===== src/rtl/kbd_port_pkg.sv =====
// kbd_port_pkg: shared constants for the keyboard port FIFO.
//   - PS/2 prefix bytes (break, extended)
//   - status byte bit positions, control byte bit positions
//   - prefix FSM state encoding
package kbd_port_pkg;

  localparam logic [7:0] KBD_PFX_BREAK = 8'hF0;
  localparam logic [7:0] KBD_PFX_EXT0  = 8'hE0;
  localparam logic [7:0] KBD_PFX_EXT1  = 8'hE1;

  // status byte: {nonempty, overflow, count[5:0]}
  localparam int STAT_NONEMPTY = 7;
  localparam int STAT_OVF      = 6;
  localparam int STAT_CNT_W    = 6;

  // control byte
  localparam int CTRL_FLUSH   = 0;
  localparam int CTRL_CLR_OVF = 1;
  localparam int CTRL_INTR_EN = 7;

  typedef enum logic {
    ST_IDLE = 1'b0,
    ST_BRK  = 1'b1
  } pfx_state_e;

endpackage


===== src/rtl/kbd_fifo_core.sv =====
// kbd_fifo_core: synchronous DEPTH x 8 FIFO.
//   clk, reset_n    clock, async active-low reset
//   push, pop       requests; push while full is dropped unless a pop
//                   frees the slot in the same cycle; pop while empty ignored
//   flush           empties the FIFO, overrides push/pop
//   din / dout      write data / head entry (dout undefined when empty)
//   full, empty     flags
//   count           current occupancy, count_nxt is next-cycle occupancy
module kbd_fifo_core #(
  parameter int DEPTH = 16,
  localparam int AW = $clog2(DEPTH),
  localparam int CW = AW + 1
) (
  input  logic          clk,
  input  logic          reset_n,
  input  logic          push,
  input  logic          pop,
  input  logic          flush,
  input  logic [7:0]    din,
  output logic [7:0]    dout,
  output logic          full,
  output logic          empty,
  output logic [CW-1:0] count,
  output logic [CW-1:0] count_nxt
);

  logic [7:0]    mem [DEPTH];
  logic [AW-1:0] rd_ptr, wr_ptr;
  logic          do_push, do_pop;

  assign empty   = (count == '0);
  assign full    = (count == CW'(DEPTH));
  assign do_pop  = pop & ~empty;
  // a pop on a full FIFO frees the slot the push lands in
  assign do_push = push & (~full | do_pop);

  always_comb begin
    count_nxt = count + CW'(do_push) - CW'(do_pop);
    if (flush) count_nxt = '0;
  end

  // pointers are AW bits wide, so DEPTH (power of two) wraps for free
  always_ff @(posedge clk or negedge reset_n) begin
    if (!reset_n) begin
      rd_ptr <= '0;
      wr_ptr <= '0;
      count  <= '0;
    end else begin
      count <= count_nxt;
      if (flush) begin
        rd_ptr <= '0;
        wr_ptr <= '0;
      end else begin
        if (do_pop)  rd_ptr <= rd_ptr + 1'b1;
        if (do_push) wr_ptr <= wr_ptr + 1'b1;
      end
    end
  end

  always_ff @(posedge clk) begin
    if (do_push && !flush) mem[wr_ptr] <= din;
  end

  assign dout = mem[rd_ptr];

endmodule


===== src/rtl/kbd_port_fifo.sv =====
// kbd_port_fifo: buffers decoded PS/2 key events for the CPU port bus.
//   clk, reset_n          clock, async active-low reset
//   code_in, ascii_in     raw scan byte and its translation, valid on code_valid
//   pin_pa, pin_rd        port address / read strobe (read of PORT_DATA pops)
//   pin_pw, pin_po        port write strobe / data (control at PORT_STAT)
//   pin_pi                combinational read data
//   intr                  level interrupt: intr_en & FIFO nonempty
// Optional: define KBD_PORT_TYPEMATIC_FILTER_EN to drop auto-repeated makes.
module kbd_port_fifo
  import kbd_port_pkg::*;
#(
  parameter int         DEPTH     = 16,
  parameter logic [7:0] PORT_DATA = 8'hFE,
  parameter logic [7:0] PORT_STAT = 8'hFF
) (
  input  logic       clk,
  input  logic       reset_n,
  input  logic [7:0] code_in,
  input  logic [7:0] ascii_in,
  input  logic       code_valid,
  input  logic [7:0] pin_pa,
  input  logic       pin_pw,
  input  logic [7:0] pin_po,
  input  logic       pin_rd,
  output logic [7:0] pin_pi,
  output logic       intr
);

  localparam int CW = $clog2(DEPTH) + 1;

  pfx_state_e    state_q, state_d;
  logic          ctrl_wr, flush, clr_ovf, pop_req;
  logic          is_ext, is_key, passthru, push;
  logic [7:0]    entry, head;
  logic          full, empty, overflow, ovf_set;
  logic          intr_en, intr_en_d;
  logic [CW-1:0] count, count_nxt;
  logic [7:0]    stat;
  logic          unused_po;

  assign unused_po = &{1'b0, pin_po[6:2]};

  assign ctrl_wr = pin_pw & (pin_pa == PORT_STAT);
  assign flush   = ctrl_wr & pin_po[CTRL_FLUSH];
  assign clr_ovf = ctrl_wr & pin_po[CTRL_CLR_OVF];
  assign pop_req = pin_rd & (pin_pa == PORT_DATA);

  assign is_ext = (code_in == KBD_PFX_EXT0) | (code_in == KBD_PFX_EXT1);
  assign is_key = code_valid & (code_in != KBD_PFX_BREAK) & ~is_ext;

  // E-class translations are special keys that carry their own meaning in
  // bit 7, so they bypass the break flag
  assign passthru = (ascii_in[7:4] == 4'hE);
  assign entry    = passthru ? ascii_in : {state_q == ST_BRK, ascii_in[6:0]};

`ifdef KBD_PORT_TYPEMATIC_FILTER_EN
  logic [7:0] last_make;
  logic       lm_vld, is_make, is_brk, drop;

  assign is_make = is_key & ~passthru & (state_q == ST_IDLE);
  assign is_brk  = is_key & ~passthru & (state_q == ST_BRK);
  assign drop    = is_make & lm_vld & (entry == last_make);
  assign push    = is_key & ~drop;

  always_ff @(posedge clk or negedge reset_n) begin
    if (!reset_n) begin
      last_make <= '0;
      lm_vld    <= 1'b0;
    end else if (flush) begin
      lm_vld <= 1'b0;
    end else if (is_make && !drop) begin
      last_make <= entry;
      lm_vld    <= 1'b1;
    end else if (is_brk && entry[6:0] == last_make[6:0]) begin
      lm_vld <= 1'b0;
    end
  end
`else
  assign push = is_key;
`endif

  always_comb begin
    state_d = state_q;
    if (code_valid) begin
      if (code_in == KBD_PFX_BREAK) state_d = ST_BRK;
      else if (!is_ext)             state_d = ST_IDLE;
    end
    if (flush) state_d = ST_IDLE;
  end

  kbd_fifo_core #(.DEPTH(DEPTH)) u_fifo (
    .clk       (clk),
    .reset_n   (reset_n),
    .push      (push),
    .pop       (pop_req),
    .flush     (flush),
    .din       (entry),
    .dout      (head),
    .full      (full),
    .empty     (empty),
    .count     (count),
    .count_nxt (count_nxt)
  );

  // a coincident pop makes room, and a flush discards the code outright
  assign ovf_set = push & full & ~pop_req & ~flush;

  assign intr_en_d = ctrl_wr ? pin_po[CTRL_INTR_EN] : intr_en;

  // intr is built from next-cycle occupancy so it tracks the FIFO edge
  // the CPU sees rather than lagging a further cycle
  always_ff @(posedge clk or negedge reset_n) begin
    if (!reset_n) begin
      state_q  <= ST_IDLE;
      overflow <= 1'b0;
      intr_en  <= 1'b0;
      intr     <= 1'b0;
    end else begin
      state_q <= state_d;
      intr_en <= intr_en_d;
      intr    <= intr_en_d & (count_nxt != '0);
      if (ovf_set)      overflow <= 1'b1;
      else if (clr_ovf) overflow <= 1'b0;
    end
  end

  always_comb begin
    stat                   = '0;
    stat[STAT_NONEMPTY]    = ~empty;
    stat[STAT_OVF]         = overflow;
    stat[STAT_CNT_W-1:0]   = STAT_CNT_W'(count);
  end

  always_comb begin
    pin_pi = 8'hFF;
    if (pin_pa == PORT_DATA)      pin_pi = empty ? 8'h00 : head;
    else if (pin_pa == PORT_STAT) pin_pi = stat;
  end

endmodule


===== config.mk =====
export PLATFORM = sky130hd
export DESIGN_NAME = kbd_port_fifo
export DESIGN_NICKNAME = d
export VERILOG_FILES = /design/src/rtl/kbd_port_pkg.sv /design/src/rtl/kbd_fifo_core.sv /design/src/rtl/kbd_port_fifo.sv
export SDC_FILE = /design/constraint.sdc
export NUM_CORES = 1
export LEC_CHECK = 0
export BUFFER_PORTS_ARGS = -buffer_cell sky130_fd_sc_hd__buf_2
export CELL_PAD_IN_SITES_DETAIL_PLACEMENT = 1
export CELL_PAD_IN_SITES_GLOBAL_PLACEMENT = 1
export CORE_MARGIN = 1.5
export CORE_UTILIZATION = 35
export CTS_CLUSTER_DIAMETER = 30
export DETAILED_ROUTE_END_ITERATION = 12
export GPL_TIMING_DRIVEN = 0
export PLACE_DENSITY_LB_ADDON = 0.1
export SLEW_MARGIN = 20
export SYNTH_ARGS = -nofsm -noshare
export SYNTH_HDL_FRONTEND = slang
export SYNTH_HIERARCHICAL = 1
export SYNTH_SLANG_ARGS = --single-unit

===== constraint.sdc =====
create_clock -name clk -period 3.65 [get_ports clk]
set_input_delay 0.5475 -clock clk [delete_from_list [all_inputs] [get_ports clk]]
set_output_delay 0.5475 -clock clk [all_outputs]
set_load 0.03 [all_outputs]

==> flow_summary_export.csv, run 1 <==
group,metric,value,unit
finish,fin_util,42.68,%
placement,gp_congestion,0.7377,
clock_network,cts_sinks,145,
die,rows,48,
synth,ys_seq_elements,145,
placement,post-dp-hpwl,11050,um
worst_setup_path,crit_buf_inv,1,
power,p_int,0.003370,W
power,ir_worst_vdd,0.4260,mV
routing,ant_nets,0,
die,die_w,137.4,um
finish,stdcell_area,0.007460,sq mm
power,power_density,620.8,mW/mm^2
worst_setup_path,cpPeakStageDelay,0.48,ns
sta,min_period,3.412,ns
finish,drive_gt1_share,27.74,%
synth,ys_seq_area_share,67.55,%
synth,syn_nets,434,
worst_setup_path,arrival,3.69,ns
worst_setup_path,path_cells,"inv_1, ha_2, or4b_4, nand2_2, or2_4, nand2_1, ha_1, fa_1, a21oi_1, nor2_1, o21ai_0, a21oi_1, or4_4, o21ai_1, mux2i_1",
finish,fin_nets,500,
die,core,0.01748,sq mm
synth,netlist_instances,386,
worst_setup_path,cp_num_cells,15,
power,p_leak,2.571,nW
synth,synth_cell_types,54,
clock_network,clk_pin_slew_worst_paths,0.06,ns
worst_setup_path,slowest_stage,"or4b_4",
routing,routedWlPerCell,22.94,um
global_route,met3_usage,4.305,%
placement,port_buffers,40,
power,p_sw_share,27.22,%
routing,routed_wl,15850,um
worst_setup_path,r2r_cells,15,
die,chipHeight,137.4,um
finish,n_fill_cell,1752,
worst_setup_path,critPathLaunchType,"flip-flop",
finish,final_cell_mix,"128 x edfxtp_1, 47 x buf_2, 34 x mux2i_1, 22 x nor2_1, 18 x nand2_1",
clock_network,cts_buffer_depth,2,
synth,synth_edf_count,128,
routing,first_pass_iters,4,
power,clockPowerShare,35.8,%
finish,area_growth,18.04,%
worst_setup_path,crit_type,"flip-flop to flip-flop",
synth,ys.flop_type,"edfxtp_1",
synth,synthArstFlopShare,11.72,%
global_route,met1_usage,25.32,%
power,p_switching,0.001261,W
clock_network,postCtsHoldBufs,0,
synth,avgSynthCellArea,16.37,sq um
worst_hold_path,min_path_type,"primary input to async pin",
sta,final-hold-violation-count,0,
worst_setup_path,cp_top_family,"simple AND/OR/NAND/NOR gates",
sta,finalMaxSlewViolations,0,
clock_network,htreeDepth,4,
power,power_frac_comb,18.8,%
clock_network,cts_tree,"built",
sta,period_share,93.47,%
global_route,grt.overflow.total,0,
sta,skew,0.009150,ns
global_route,grt.busiest_layer,"met2",
global_route,antenna_found_initial,0,
die,die_area,0.01887,sq mm
routing,vias,3619,
worst_setup_path,crit_top_cell,"a21oi_1",
sta,max_freq,293.1,MHz
global_route,grt_pass1_wl,23690,um
routing,route.detailed.drc,0,
die,io_pins,46,
synth,ys.warnings.count,6,
global_route,grtUsageTotal,18.10,%
clock_network,insertion_delay,0.42,ns
sta,finalSetupTns,0,ns
worst_setup_path,worstPathRequired,3.93,ns
global_route,grt.met2_usage,28.22,%
outcome,status,"finished, final reports clean",
flow_run,maxCapViolCount,0,
power,p_total,0.004631,W
sta,setup_viol,0,
power,pwr-share-seq,45.5,%
finish,layout_commonest_cell,"edfxtp_1",
synth,syn_area,0.006320,sq mm
worst_setup_path,cp-end-kind,"flip-flop",
global_route,grt_pass1_vias,3779,
worst_setup_path,critical_path.max_fanout,4,
die,initial_core_util,36.16,%
sta,rsz0062_at_grt,"no",
clock_network,cts_made_buffers,17,
routing,drtIter0Drc,217,
routing,via_per_inst,5.237,
placement,dpl_cell_area,0.006860,sq mm
clock_network,root_buffer,"clkbuf_16",
global_route,grt_max_degree,18,
sta,max_slew_margin,40.10,%
sta,worst_pin_slew,0.8952,ns
[per-layer routing]
layer / vias up / share of wire [%]
li1: 1664 / -
met1: 1891 / 48
met2: 49 / 48
met3: 15 / 3.1
met4: 0 / 1.4
met5: - / 0
[Yosys cell counts (3+ instances only)]
cell type / n / area [sq um]
nand3_1: 6 / 30.03
a221o_1: 5 / 50.05
buf_6: 8 / 90.09
inv_1: 8 / 30.03
xor2_1: 5 / 43.79
a221oi_2: 9 / 135.1
a21oi_1: 5 / 25.02
nor4_1: 3 / 18.77
edfxtp_1: 128 / 3844
dfrtp_1: 17 / 425.4
buf_2: 4 / 20.02
clkbuf_1: 6 / 22.52
a221oi_1: 7 / 61.31
a22oi_1: 9 / 67.56
nor2_1: 22 / 82.58
xnor2_1: 4 / 35.03
nor2b_1: 5 / 31.28
o21ai_0: 12 / 60.06
mux2i_1: 34 / 340.3
ha_1: 10 / 125.1
nand2_1: 19 / 71.32
nand2b_1: 5 / 31.28
mux4_2: 16 / 360.4
nor3_1: 5 / 25.02
[per-stage QoR]
step	setup WS (ns)	instances	hold WS (ns)
finish	0.2382	691	0.07568
floorplan	0.1425	386	0.2519
global route	0.008697	690	0.08580
global placement	-0.3110	651	0.4865
CTS	0.03528	686	0.06942
detailed placement	-0.3758	654	0.5133
[power groups by stage]
stage	Combinational, W	Clock [W]	Sequential (W)
2_1_floorplan	0.000555	0	0.00211
3_3_place_gp	0.000783	0	0.00214
5_1_grt	0.000972	0.00175	0.00212
3_5_place_dp	0.000834	0	0.00215
6_report	0.000869	0.00166	0.00211
4_1_cts	0.000837	0.00170	0.00211
[path summary, 6_finish.rpt]
kind	start	endpoint	slack (ns)
max	u_fifo/count[2]$_DFF_PN0_	intr$_DFF_PN0_	0.24
min	reset_n	state_q$_DFFE_PN0P_	0.08
max reg2reg	u_fifo/count[2]$_DFF_PN0_	intr$_DFF_PN0_	0.24
min reg2reg	intr_en$_DFF_PN0_	intr_en$_DFF_PN0_	0.52
max in group asynchronous	reset_n	u_fifo/wr_ptr[1]$_DFFE_PN0P_	3.26
min in group clk	pin_po[7]	intr_en$_DFF_PN0_	0.39
[logic make-up (layout without fill, tap and decap cells)]
family / count (synthesis) / after routing / synth area share (%)
AOI/OAI and AO/OA: 57 / 57 / 7.543
xor gates and xnor gates: 9 / 9 / 1.247
adders and majority gates: 11 / 11 / 2.297
buffers and inverters: 29 / 108 / 2.989
DFF: 145 / 145 / 67.55
muxes: 51 / 51 / 11.27
other: 0 / 1 / 0
and+or+nand+nor: 84 / 84 / 7.108
[registers in the layout, summed over array words and instances, names as in the netlist]
name	cells
intr	1
intr_en	1
overflow	1
state_q	1
u_fifo/count	5
u_fifo/mem	128
u_fifo/rd_ptr	4
u_fifo/wr_ptr	4
[area by class of cell]
type	count	area [sq um]	share of cell area, %
clock buffer	26	469.2	6.290
clock inverter	6	85.08	1.141
sequential	145	4269	57.23
timing repair buffer	47	245.2	3.287
buffer	20	156.4	2.097
multi-input combinational	212	1917	25.70
tap	225	281.5	3.774
antenna	1	2.502	0.03355
inverter	9	33.78	0.4529
[repair_timing]
item / in CTS / in global routing
resized for setup: 1 / 7
buffers inserted: 0 / 4
setup endpoints to repair: 1 / 1
Note: power is estimated with default switching activity, not from simulation.
==> inputs of run 2 (changes only) <==
--- a/config.mk
+++ b/config.mk
@@ -9,7 +9,7 @@
 export CELL_PAD_IN_SITES_DETAIL_PLACEMENT = 1
 export CELL_PAD_IN_SITES_GLOBAL_PLACEMENT = 1
 export CORE_MARGIN = 1.5
-export CORE_UTILIZATION = 35
+export CORE_UTILIZATION = 44
 export CTS_CLUSTER_DIAMETER = 30
 export DETAILED_ROUTE_END_ITERATION = 12
 export GPL_TIMING_DRIVEN = 0
==> run 2 against run 1 <==
Against the previous run: cell area rose by 0.60%; fmax is 0.90% lower; register-to-register slack got worse by 0.03 ns; clock-buffer cell count down 6; total power up 5.2%; core utilization up 11 points; clock skew is 0.00063 ns lower; critical endpoint unchanged; combinational power increased by 0.6%; final cell count shrank 6.5%.
==> flow_summary_export.csv, run 2 (synthesized netlist as in run 1, its figures left out) <==
group,metric,value,unit
power,p_switching,0.001310,W
routing,vias,3672,
global_route,grtUsageTotal,22.30,%
power,p_sw_share,26.88,%
routing,ant_nets,0,
clock_network,insertion_delay,0.42,ns
sta,period_share,94.33,%
worst_setup_path,crit_type,"flip-flop to flip-flop",
power,p_int,0.003562,W
global_route,grt_pass1_wl,23370,um
clock_network,cts_made_buffers,17,
finish,top_register,"u_fifo/mem",
worst_setup_path,worstPathRequired,3.94,ns
placement,post-dp-hpwl,10760,um
worst_setup_path,cpPeakStageDelay,0.52,ns
sta,final-hold-violation-count,0,
clock_network,clk_pin_slew_worst_paths,0.06,ns
placement,gp_congestion,0.8012,
worst_setup_path,crit_buf_inv,1,
worst_setup_path,path_cells,"inv_1, ha_1, or4b_4, nand2_4, or2_4, nand2_1, ha_1, fa_2, a21oi_1, nor2_1, o21ai_0, a21oi_1, or4_4, o21ai_1, mux2i_1",
die,core,0.01393,sq mm
power,ir_worst_vdd,0.3851,mV
die,die_area,0.01509,sq mm
finish,largestRegisters,"u_fifo/mem x128, u_fifo/count x5",
global_route,grt.overflow.total,0,
sta,rsz0062_at_grt,"no",
clock_network,cts_tree,"built",
placement,port_buffers,40,
global_route,grt_pass1_vias,3835,
routing,routed_wl,15530,um
sta,max_slew_margin,35.83,%
worst_hold_path,min_path_type,"primary input to async pin",
die,rows,43,
finish,stdcell_area,0.007505,sq mm
clock_network,htreeDepth,4,
power,power_density,649.2,mW/mm^2
flow_run,maxCapViolCount,0,
finish,fin_nets,501,
global_route,grt_max_degree,18,
worst_setup_path,critical_path.max_fanout,4,
routing,first_pass_iters,5,
finish,layout_commonest_cell,"edfxtp_1",
routing,routedWlPerCell,24.04,um
global_route,antenna_found_initial,0,
clock_network,cts_sinks,145,
worst_setup_path,cp-end-kind,"flip-flop",
finish,drive_gt1_share,28.76,%
routing,drtIter0Drc,206,
power,p_leak,2.620,nW
die,die_w,122.8,um
power,power_frac_comb,17.9,%
die,initial_core_util,45.35,%
worst_setup_path,cp_top_family,"simple AND/OR/NAND/NOR gates",
finish,final_cell_mix,"128 x edfxtp_1, 45 x buf_2, 34 x mux2i_1, 22 x nor2_1, 18 x nand2_1",
sta,max_freq,290.4,MHz
worst_setup_path,arrival,3.73,ns
sta,setup_viol,0,
clock_network,cts_buffer_depth,2,
routing,route.detailed.drc,0,
worst_setup_path,slowest_stage,"or4b_4",
sta,worst_pin_slew,0.9591,ns
finish,area_growth,18.75,%
worst_setup_path,critPathLaunchType,"flip-flop",
power,pwr-share-seq,43.3,%
die,io_pins,46,
placement,dpl_cell_area,0.006824,sq mm
power,clockPowerShare,38.8,%
finish,largest_reg_flops,128,
outcome,status,"finished, final reports clean",
sta,skew,0.008520,ns
placement,place_ws,-0.4037,ns
die,chipHeight,122.8,um
clock_network,postCtsHoldBufs,0,
routing,via_per_inst,5.684,
finish,n_antenna_cell,0,
sta,min_period,3.443,ns
finish,fin_util,53.86,%
sta,finalMaxSlewViolations,0,
clock_network,root_buffer,"clkbuf_16",
sta,setup_slack,0.2070,ns
## run 2: cell count changes in the layout (fill, tap and decap cells not counted), sizes merged
cell / before / now
bufinv: 2 / 5
diode: 1 / 0
buf: 61 / 62
inv: 9 / 12
clkbuf: 32 / 26
## run 2: what timing repair did
| item | 4_1_cts | 5_1_grt |
|---|---|---|
| buffers inserted | 0 | 3 |
| resized for setup | 2 | 7 |
| endpoints found under the setup margin | 1 | 1 |
## run 2: power by group through the flow
stage | combinational [W] | clock, W | sequential (W)
final | 0.000874 | 0.00189 | 0.00211
after global routing | 0.000960 | 0.00198 | 0.00213
after CTS | 0.000840 | 0.00191 | 0.00211
after detailed placement | 0.000835 | 0 | 0.00214
after global placement | 0.000772 | 0 | 0.00213
after floorplan | 0.000555 | 0 | 0.00211
## run 2: worst reg2reg max path: cells and delay by family, from the launching register on
family          cells  cell delay [ns]
compound gates      4             0.59
mux                 1             0.09
flops               1             0.41
fa+ha+maj           3             0.78
simple gates        6             1.36
buf+inv             1             0.09
## run 2: layout make-up
cell class / instances / area [sq um]
inverters: 9 / 33.78
repair buffers: 48 / 257.7
plain buffers: 20 / 156.4
flip-flops and latches: 145 / 4269
clock inverters: 12 / 203.9
clock buffers: 20 / 436.7
multi-input cells: 212 / 1922
fillers: 1290 / 6430
well taps: 180 / 225.2
## run 2: final timing paths
path                                           start                  end  slack, ns  cells past startpoint
max in group asynchronous                    reset_n       intr$_DFF_PN0_       3.28                      1
max                        u_fifo/count[2]$_DFF_PN0_       intr$_DFF_PN0_       0.21                     15
min reg2reg                        intr_en$_DFF_PN0_    intr_en$_DFF_PN0_       0.51                      1
min                                          reset_n  state_q$_DFFE_PN0P_       0.06                      1
max reg2reg                u_fifo/count[2]$_DFF_PN0_       intr$_DFF_PN0_       0.21                     15
min in group clk                           pin_po[7]    intr_en$_DFF_PN0_       0.38                      2
## run 2: stage by stage
step / instances / power [W] / TNS, ns / hold slack, ns
after floorplan: 386 / 0.002662 / 0 / 0.2519
after global placement: 606 / 0.002906 / -1.655 / 0.4859
after detailed placement: 611 / 0.002980 / -0.4037 / 0.4939
after CTS: 643 / 0.004865 / 0 / 0.06697
after global routing: 646 / 0.005065 / 0 / 0.07268
final: 646 / 0.004872 / 0 / 0.05572
## run 2: layer usage
layer | global-route usage [%] | vias up | routed length [um]
met5 | 0 | - | 0
met4 | 9.738 | 0 | 415
met3 | 4.879 | 26 | 431
met2 | 33.72 | 58 | 7394
met1 | 31.15 | 1920 | 7285
li1 | - | 1668 | -
